## config.mk

```make
export PLATFORM = sky130hd
export DESIGN_NAME = framebuffer_write_arbiter
export DESIGN_NICKNAME = d
export VERILOG_FILES = /design/src/rtl/framebuffer_write_arbiter.sv
export SDC_FILE = /design/constraint.sdc
export NUM_CORES = 1
export LEC_CHECK = 0
export CAP_MARGIN = 20
export CORE_UTILIZATION = 49
export DETAILED_ROUTE_END_ITERATION = 16
export PLACE_DENSITY_LB_ADDON = 0.2
export SYNTH_ARGS = -nofsm -noshare
export SYNTH_HDL_FRONTEND = slang
export SYNTH_SLANG_ARGS = --single-unit
```

## constraint.sdc

```tcl
create_clock -name i_Clock -period 2.9 [get_ports i_Clock]
set_input_delay 0.58 -clock i_Clock [delete_from_list [all_inputs] [get_ports i_Clock]]
set_output_delay 0.58 -clock i_Clock [all_outputs]
set_load 0.1 [all_outputs]
```

## src/rtl/framebuffer_write_arbiter.sv

```systemverilog
// framebuffer_write_arbiter
// Owns the framebuffer write port. It shares the port between CPU pixel writes
// and a rectangle-fill engine, and turns scanout (x, y) into a linear read address.
module framebuffer_write_arbiter #(
  parameter int BITS_PER_PIXEL = 3,
  parameter int FRAME_WIDTH    = 640,
  parameter int FRAME_HEIGHT   = 480,
  localparam int ADDR_W = $clog2(FRAME_WIDTH * FRAME_HEIGHT - 1) + 1,
  localparam int XW     = $clog2(FRAME_WIDTH),
  localparam int YW     = $clog2(FRAME_HEIGHT)
) (
  input  logic                      i_Clock,
  input  logic                      i_Reset_N,
  input  logic                      i_Cpu_Valid,
  output logic                      o_Cpu_Ready,
  input  logic [ADDR_W-1:0]         i_Cpu_Addr,
  input  logic [BITS_PER_PIXEL-1:0] i_Cpu_Data,
  input  logic                      i_Fill_Start,
  input  logic [XW-1:0]             i_Fill_X0,
  input  logic [XW-1:0]             i_Fill_X1,
  input  logic [YW-1:0]             i_Fill_Y0,
  input  logic [YW-1:0]             i_Fill_Y1,
  input  logic [BITS_PER_PIXEL-1:0] i_Fill_Color,
  output logic                      o_Fill_Busy,
  output logic                      o_Fill_Done,
  input  logic                      i_Scan_Active,
  input  logic [XW-1:0]             i_Scan_X,
  input  logic [YW-1:0]             i_Scan_Y,
  output logic                      o_Write_Enable,
  output logic [ADDR_W-1:0]         o_Write_Addr,
  output logic [BITS_PER_PIXEL-1:0] o_Write_Data,
  output logic [ADDR_W-1:0]         o_Read_Addr
);

  localparam logic [XW-1:0]     X_MAX   = XW'(FRAME_WIDTH - 1);
  localparam logic [YW-1:0]     Y_MAX   = YW'(FRAME_HEIGHT - 1);
  localparam logic [ADDR_W-1:0] LINE_SZ = ADDR_W'(FRAME_WIDTH);

  typedef enum logic {IDLE, FILL} state_t;

  state_t                    state, next_state;
  logic                      cpu_hs, fill_grant, fill_last, start_empty, start_ok;
  logic [XW-1:0]             x1_clamped;
  logic [YW-1:0]             y1_clamped;
  logic                      last_grant_cpu;
  logic [XW-1:0]             cur_x, x0_r, x1_r;
  logic [YW-1:0]             cur_y, y1_r;
  logic [ADDR_W-1:0]         cur_addr, row_base;
  logic [BITS_PER_PIXEL-1:0] color_r;

  // Clamp the requested rectangle to the frame and decide whether it is empty
  always_comb begin
    x1_clamped  = (i_Fill_X1 > X_MAX) ? X_MAX : i_Fill_X1;
    y1_clamped  = (i_Fill_Y1 > Y_MAX) ? Y_MAX : i_Fill_Y1;
    start_empty = (i_Fill_X0 > x1_clamped) || (i_Fill_Y0 > y1_clamped);
    start_ok    = (state == IDLE) && i_Fill_Start && !start_empty;
    fill_last   = (cur_x == x1_r) && (cur_y == y1_r);
  end

  // State register
  always_ff @(posedge i_Clock) begin
    if (!i_Reset_N) state <= IDLE;
    else            state <= next_state;
  end

  // Next state: enter FILL on a non-empty start, leave on the last pixel's grant
  always_comb begin
    next_state = state;
    case (state)
      IDLE:    if (start_ok) next_state = FILL;
      FILL:    if (fill_grant && fill_last) next_state = IDLE;
      default: next_state = IDLE;
    endcase
  end

  // Arbitration: CPU always ready in IDLE, alternates with the fill engine in FILL
  always_comb begin
    o_Cpu_Ready = (state == IDLE) || !last_grant_cpu;
    cpu_hs      = i_Cpu_Valid && o_Cpu_Ready;
    fill_grant  = (state == FILL) && !cpu_hs;
  end

  // Registered write port and fill status flags
  always_ff @(posedge i_Clock) begin
    if (!i_Reset_N) begin
      o_Write_Enable <= 1'b0;
      o_Write_Addr   <= '0;
      o_Write_Data   <= '0;
      o_Fill_Busy    <= 1'b0;
      o_Fill_Done    <= 1'b0;
      last_grant_cpu <= 1'b0;
    end else begin
      o_Write_Enable <= cpu_hs || fill_grant;
      if (cpu_hs) begin
        o_Write_Addr <= i_Cpu_Addr;
        o_Write_Data <= i_Cpu_Data;
      end else if (fill_grant) begin
        o_Write_Addr <= cur_addr;
        o_Write_Data <= color_r;
      end
      if ((state == FILL) && cpu_hs) last_grant_cpu <= 1'b1;
      else if (fill_grant)           last_grant_cpu <= 1'b0;
      o_Fill_Busy <= (next_state == FILL);
      o_Fill_Done <= ((state == IDLE) && i_Fill_Start && start_empty) ||
                     (fill_grant && fill_last);
    end
  end

  // Fill cursor: one multiply at start, then only increments while walking rows
  always_ff @(posedge i_Clock) begin
    if (!i_Reset_N) begin
      cur_x    <= '0;
      cur_y    <= '0;
      x0_r     <= '0;
      x1_r     <= '0;
      y1_r     <= '0;
      color_r  <= '0;
      cur_addr <= '0;
      row_base <= '0;
    end else if (start_ok) begin
      cur_x    <= i_Fill_X0;
      cur_y    <= i_Fill_Y0;
      x0_r     <= i_Fill_X0;
      x1_r     <= x1_clamped;
      y1_r     <= y1_clamped;
      color_r  <= i_Fill_Color;
      row_base <= ADDR_W'(i_Fill_Y0) * LINE_SZ;
      cur_addr <= ADDR_W'(i_Fill_Y0) * LINE_SZ + ADDR_W'(i_Fill_X0);
    end else if (fill_grant && !fill_last) begin
      if (cur_x == x1_r) begin
        cur_x    <= x0_r;
        cur_y    <= cur_y + YW'(1);
        row_base <= row_base + LINE_SZ;
        cur_addr <= row_base + LINE_SZ + ADDR_W'(x0_r);
      end else begin
        cur_x    <= cur_x + XW'(1);
        cur_addr <= cur_addr + ADDR_W'(1);
      end
    end
  end

  // Scanout read address, held while outside the visible region
  always_ff @(posedge i_Clock) begin
    if (!i_Reset_N)         o_Read_Addr <= '0;
    else if (i_Scan_Active) o_Read_Addr <= ADDR_W'(i_Scan_Y) * LINE_SZ + ADDR_W'(i_Scan_X);
  end

endmodule

```

# Word level (Yosys, flattened, before mapping)
# Index checks and enable logic that the tools add are counted.
[word_totals]
regBits = 138
latch_bits = 0
ram_bits = 0
mem_bits_ro = 0
input_bits = 88
wordCells = 80
n_memories = 0
[classes]
n_addsub = 7
n_mul = 2
div_mod_pow = 0
n_lt_le_gt_ge = 4
eq_ne = 2
n_shift = 0
n_mux = 23
bitwise_logic = 2
reduce_logical = 24
[op_table]
columns = ["cell", "n"]
rows = [
  ["$mux 20", 5],
  ["$mux 19", 3],
  ["$add 19x10->20", 2],
  ["$mux 10", 4],
  ["$mux 9", 4],
  ["$mul 9x3->12 const B", 2],
  ["$add 20x1->20 const B", 1],
  ["$add 20x10->20", 1],
  ["$add 20x10->20 const B", 1],
  ["$add 10x1->10 const B", 1],
  ["$eq 10x10->1", 1],
  ["$gt 10x10->1", 1],
  ["$gt 10x10->1 const B", 1],
  ["$add 9x1->9 const B", 1],
  ["$eq 9x9->1", 1],
  ["$gt 9x9->1", 1],
  ["$gt 9x9->1 const B", 1],
  ["$logic_and 1x1->1", 9],
  ["$reduce_bool 2->1", 4],
  ["$mux 3", 2],
  ["$logic_not 1->1", 4],
  ["$logic_or 1x1->1", 4],
  ["$mux 1", 4],
  ["$reduce_and 2->1", 2],
  ["3 further kinds", 4],
]

# Depth between registers and ports, before layout
[depth]
word_depth = 8
ltp_mapped = 13
depth_no_buf = 11

# Worst setup path before layout
# No wires, ideal clock.
[synth_path]
path_kind = "flip-flop to flip-flop"
start = "reg o_Fill_Busy (netlist name)"
end = "reg row_base[16]"
setup_time_ns = 0.116
arrival_ns = 3.093
required_ns = 2.784
setup_slack_ns = -0.310
stages_incl_launch_ff = 8
n_path_buf = 0
synth_period_minus_slack_ns = 3.210
cell_sequence = "dfxtp_1 > nand2_1 > nand2_1 > nand2_1 > nor3_2 > nand4_1 > xnor2_1 > o211a_1"
[synth_rtl]
columns = ["element", "line", "text"]
rows = [
  ["to (signal assigned)", "127", "row_base <= ADDR_W'(i_Fill_Y0) * LINE_SZ;"],
  ["to (signal assigned)", "133", "row_base <= row_base + LINE_SZ;"],
  ["to (decl)", "48", "logic [ADDR_W-1:0] cur_addr, row_base;"],
]

# Final worst setup path
[layout_path]
start = "in i_Scan_Y[4]"
end = "reg o_Read_Addr[18]"
[layout_via]
elab_chain_cells = 2
[layout_rtl]
columns = ["element", "line", "text"]
rows = [
  ["from (decl)", "28", "input logic [YW-1:0] i_Scan_Y,"],
  ["$mul 9x3->12", "145", "else if (i_Scan_Active) o_Read_Addr <= ADDR_W'(i_Scan_Y) * LINE_SZ + ADDR_W'(i_Scan_X);"],
  ["$add 19x10->20", "145", ""],
  ["to (signal assigned)", "145", ""],
  ["to (decl)", "32", "output logic [ADDR_W-1:0] o_Read_Addr"],
]
# Every way passes these cells.
# A chain may end at the register's enable or synchronous reset.

==> results.sh <==
export IMPL_p_clk_frac=0.324
export IMPL_hold_viol=0
export IMPL_synthCells=1036
export IMPL_yosys_top_cells_area="dfxtp_1, ha_1, xnor2_1"
export IMPL_synthTopCellsByCount="dfxtp_1, nor2_1, nand2_1, a21oi_1, xnor2_1"
export IMPL_final_layout_size_suffix_gt1_frac=0.243
export IMPL_ir_drop_v=0.000500
export IMPL_fmax_ghz=0.352
export IMPL_synth_area_leader_cell="dfxtp_1"
export IMPL_cts_made_buffers=17
export IMPL_setup_worst_path_start_class="primary input"
export IMPL_final_fill_count=1336
export IMPL_wire_per_inst_um=15.7
export IMPL_num_rows=47
export IMPL_synth_cell_types=66
export IMPL_grt_busiest_layer="met2"
export IMPL_synthFlopType="dfxtp_1"
export IMPL_pwr_share_seq=0.319
export IMPL_seq_area_mm2=0.00262
export IMPL_postLayoutCellArea_mm2=0.0118
export IMPL_antenna_found_initial=1
export IMPL_worst_slew_margin_rel=0.460
export IMPL_postRouteWirelength_um=23800
export IMPL_p_switching_mw=2.50
export IMPL_place_congestion=0.882
export IMPL_place_ws_ps=-699
export IMPL_clk_path_buf_depth=2
export IMPL_drtPass1Iterations=6
export IMPL_p_comb_frac=0.357
export IMPL_fin_util=0.710
export IMPL_grt_pass1_vias=7991
export IMPL_crit_fanout=2
export IMPL_slew_viol_final=0
export IMPL_drtIter0Drc=586
export IMPL_io_pin_count=135
export IMPL_track_usage=0.269
export IMPL_syn_avg_cell_area_um2=8.07
export IMPL_syn_num_nets=1189
export IMPL_ys_seq_area_frac=0.314
export IMPL_required_ps=3250
export IMPL_htree_levels=4
export IMPL_outcome="finished clean"
export IMPL_start_util=0.502
export IMPL_cpMaxStageDelayCell="or4b_4"
export IMPL_ant_nets=0
export IMPL_finalCritPeriodShare=0.979
export IMPL_grt_use_met2=0.453
export IMPL_cts_tree="done"
export IMPL_synth_edf_count=0
export IMPL_yosysMostFrequentCell="dfxtp_1"
export IMPL_dp_hpwl_um=17300
export IMPL_critPathKind="primary input to flip-flop"
export IMPL_crit_arrival_ps=3190
export IMPL_cts_root_buf="clkbuf_16"
export IMPL_crit_path_max_incr_delay_ps=480
export IMPL_clock_latency_ps=430
export IMPL_grt_max_degree=63
export IMPL_maxCapViolCount=0
export IMPL_synth_top_cell_area_share=0.314
export IMPL_via_per_inst=5.56
export IMPL_leakagePower_nw=4.82
export IMPL_rsz0062_at_grt="yes"
export IMPL_die_area_mm2=0.0176
export IMPL_io_buffers=134
export IMPL_synth_seq_cells=131
export IMPL_routed_via_count=8428
export IMPL_setup_ws_ps=60.4
export IMPL_place_area_mm2=0.0108
export IMPL_die_y_um=133
export IMPL_clk_pin_slew_ps=60
export IMPL_path_cells="dlygate4sd2_1 -> ha_4 -> ha_1 -> a21o_1 -> a211o_1 -> a21oi_2 -> xnor2_2 -> or4b_4 -> or3_1 -> a31oi_1"
export IMPL_dp_cells=1472
export IMPL_multiInputGateArea_mm2=0.00568
export IMPL_die_w_um=133
export IMPL_globalRouteOverflowTotal=0
export IMPL_post_synth_instance_area_mm2=0.00836
export IMPL_drc=0
export IMPL_tightest_slew_ps=807
export IMPL_synth_async_sr_flop_share=0
export IMPL_diodes=0
export IMPL_setup_viol=0
export IMPL_coreArea_mm2=0.0166
export IMPL_numClockSinks=131
export IMPL_postCtsHoldBufs=0
export IMPL_grt_pass1_wl_um=38500
export IMPL_internal_power_mw=4.44
export IMPL_yosys_warnings=0
export IMPL_end_kind="flip-flop"
export IMPL_layout_cells_non_filler=1516
export IMPL_powerDensity_mw_per_mm2=588
export IMPL_swShare=0.360
export IMPL_final_nets=1436
export IMPL_min_path_type="flip-flop to flip-flop"
export IMPL_area_growth_synth_to_final_pct=41.4
export IMPL_grt_util_met1=0.345
export IMPL_min_period_ps=2840
export IMPL_use_met3=0.0540
export IMPL_finalClockSkew_ps=11.4
timing repair:
item / in CTS / in global routing
setup endpoints to repair: 88 / 53
pin swaps: 42 / 38
gates cloned: 2 / 0
setup buffers: 9 / 2
resized for setup: 57 / 52
kinds of logic (layout without fill, tap and decap cells):
logic type | after synthesis | in the layout | synth area share
AO/OA/AOI/OAI | 268 | 268 | 0.204
XOR/XNOR | 87 | 87 | 0.0912
adder cells (fa/ha/maj) | 65 | 65 | 0.102
buffers and inverters | 97 | 357 | 0.0479
flip-flops | 131 | 131 | 0.314
multiplexers | 34 | 34 | 0.0407
AND/OR/NAND/NOR | 354 | 354 | 0.201
cell type report:
type,count,share of cell area
clock buffer,19,0.0375
clock inverter,13,0.0147
inverter,33,0.0105
multi-input combinational,808,0.481
sequential,131,0.222
tap,220,0.0233
timing repair buffer,292,0.211
registers in the layout, summed over array words and instances, names as in the netlist:
register	cells
cur_addr	20
o_Read_Addr	20
o_Write_Addr	20
row_base	13
cur_x	10
x0_r	10
x1_r	10
cur_y	9
y1_r	9
color_r	3
o_Write_Data	3
last_grant_cpu	1
o_Fill_Busy	1
o_Fill_Done	1
o_Write_Enable	1
cells in the final DEF (no fill, tap or decap), drive strengths merged, types with 5 or more instances in the layout:
cell / count
o22ai: 9
xor2: 25
xnor2: 62
and2: 10
dlymetal6s2s: 5
ha: 60
inv: 38
nand4: 22
a211oi: 53
o21ai: 41
or3: 9
nor2: 125
nand2: 96
dlygate4sd2: 9
or2: 5
mux2i: 34
buf: 204
clkbuf: 23
and3: 11
nor3: 20
nand3: 28
clkdlybuf4s50: 66
a31oi: 9
a21oi: 94
o21a: 5
o211ai: 7
fa: 5
dfxtp: 131
nor4: 8
a21o: 12
through the flow:
stage	setup TNS [ps]	hold WS, ps	power [mW]
2_1_floorplan	-30.7	433	3.72
3_3_place_gp	-46230	443	4.49
3_5_place_dp	-50230	448	4.53
4_1_cts	0	457	6.88
5_1_grt	-260	483	7.26
6_report	0	453	6.94
power by group through the flow:
stage	registers [mW]	clock network, mW	logic [mW]
5_1_grt	2.24	2.35	2.67
6_report	2.21	2.25	2.48
3_5_place_dp	2.24	0	2.29
2_1_floorplan	2.56	0	1.15
4_1_cts	2.21	2.27	2.41
3_3_place_gp	2.24	0	2.25
critical path, delay by kind of cell:
family	cells	cell delay [ps]
adder cells (fa/ha/maj)	2	530
XOR/XNOR	1	140
buffers and inverters	1	270
AND/OR/NAND/NOR	2	840
AO/OA/AOI/OAI	4	830
path summary, 6_finish.rpt:
kind,start,endpoint,slack (ps),cells after the start
max,i_Scan_Y[4],o_Read_Addr[18]$_SDFFE_PN0P_,60,10
min,color_r[2]$_SDFFE_PN0P_,color_r[2]$_SDFFE_PN0P_,450,2
max reg2reg,cur_x[0]$_SDFFE_PN0P_,cur_y[2]$_SDFFE_PN0P_,190,8
min reg2reg,color_r[2]$_SDFFE_PN0P_,color_r[2]$_SDFFE_PN0P_,450,2
per-layer routing:
layer,vias to the layer above,share of wire,wire (um)
li1,4214,-,-
met1,3926,0.45,10700
met2,257,0.48,11400
met3,29,0.058,1390
met4,2,0.012,276
met5,-,0.00050,12
Note: power is estimated with default switching activity, not from simulation.
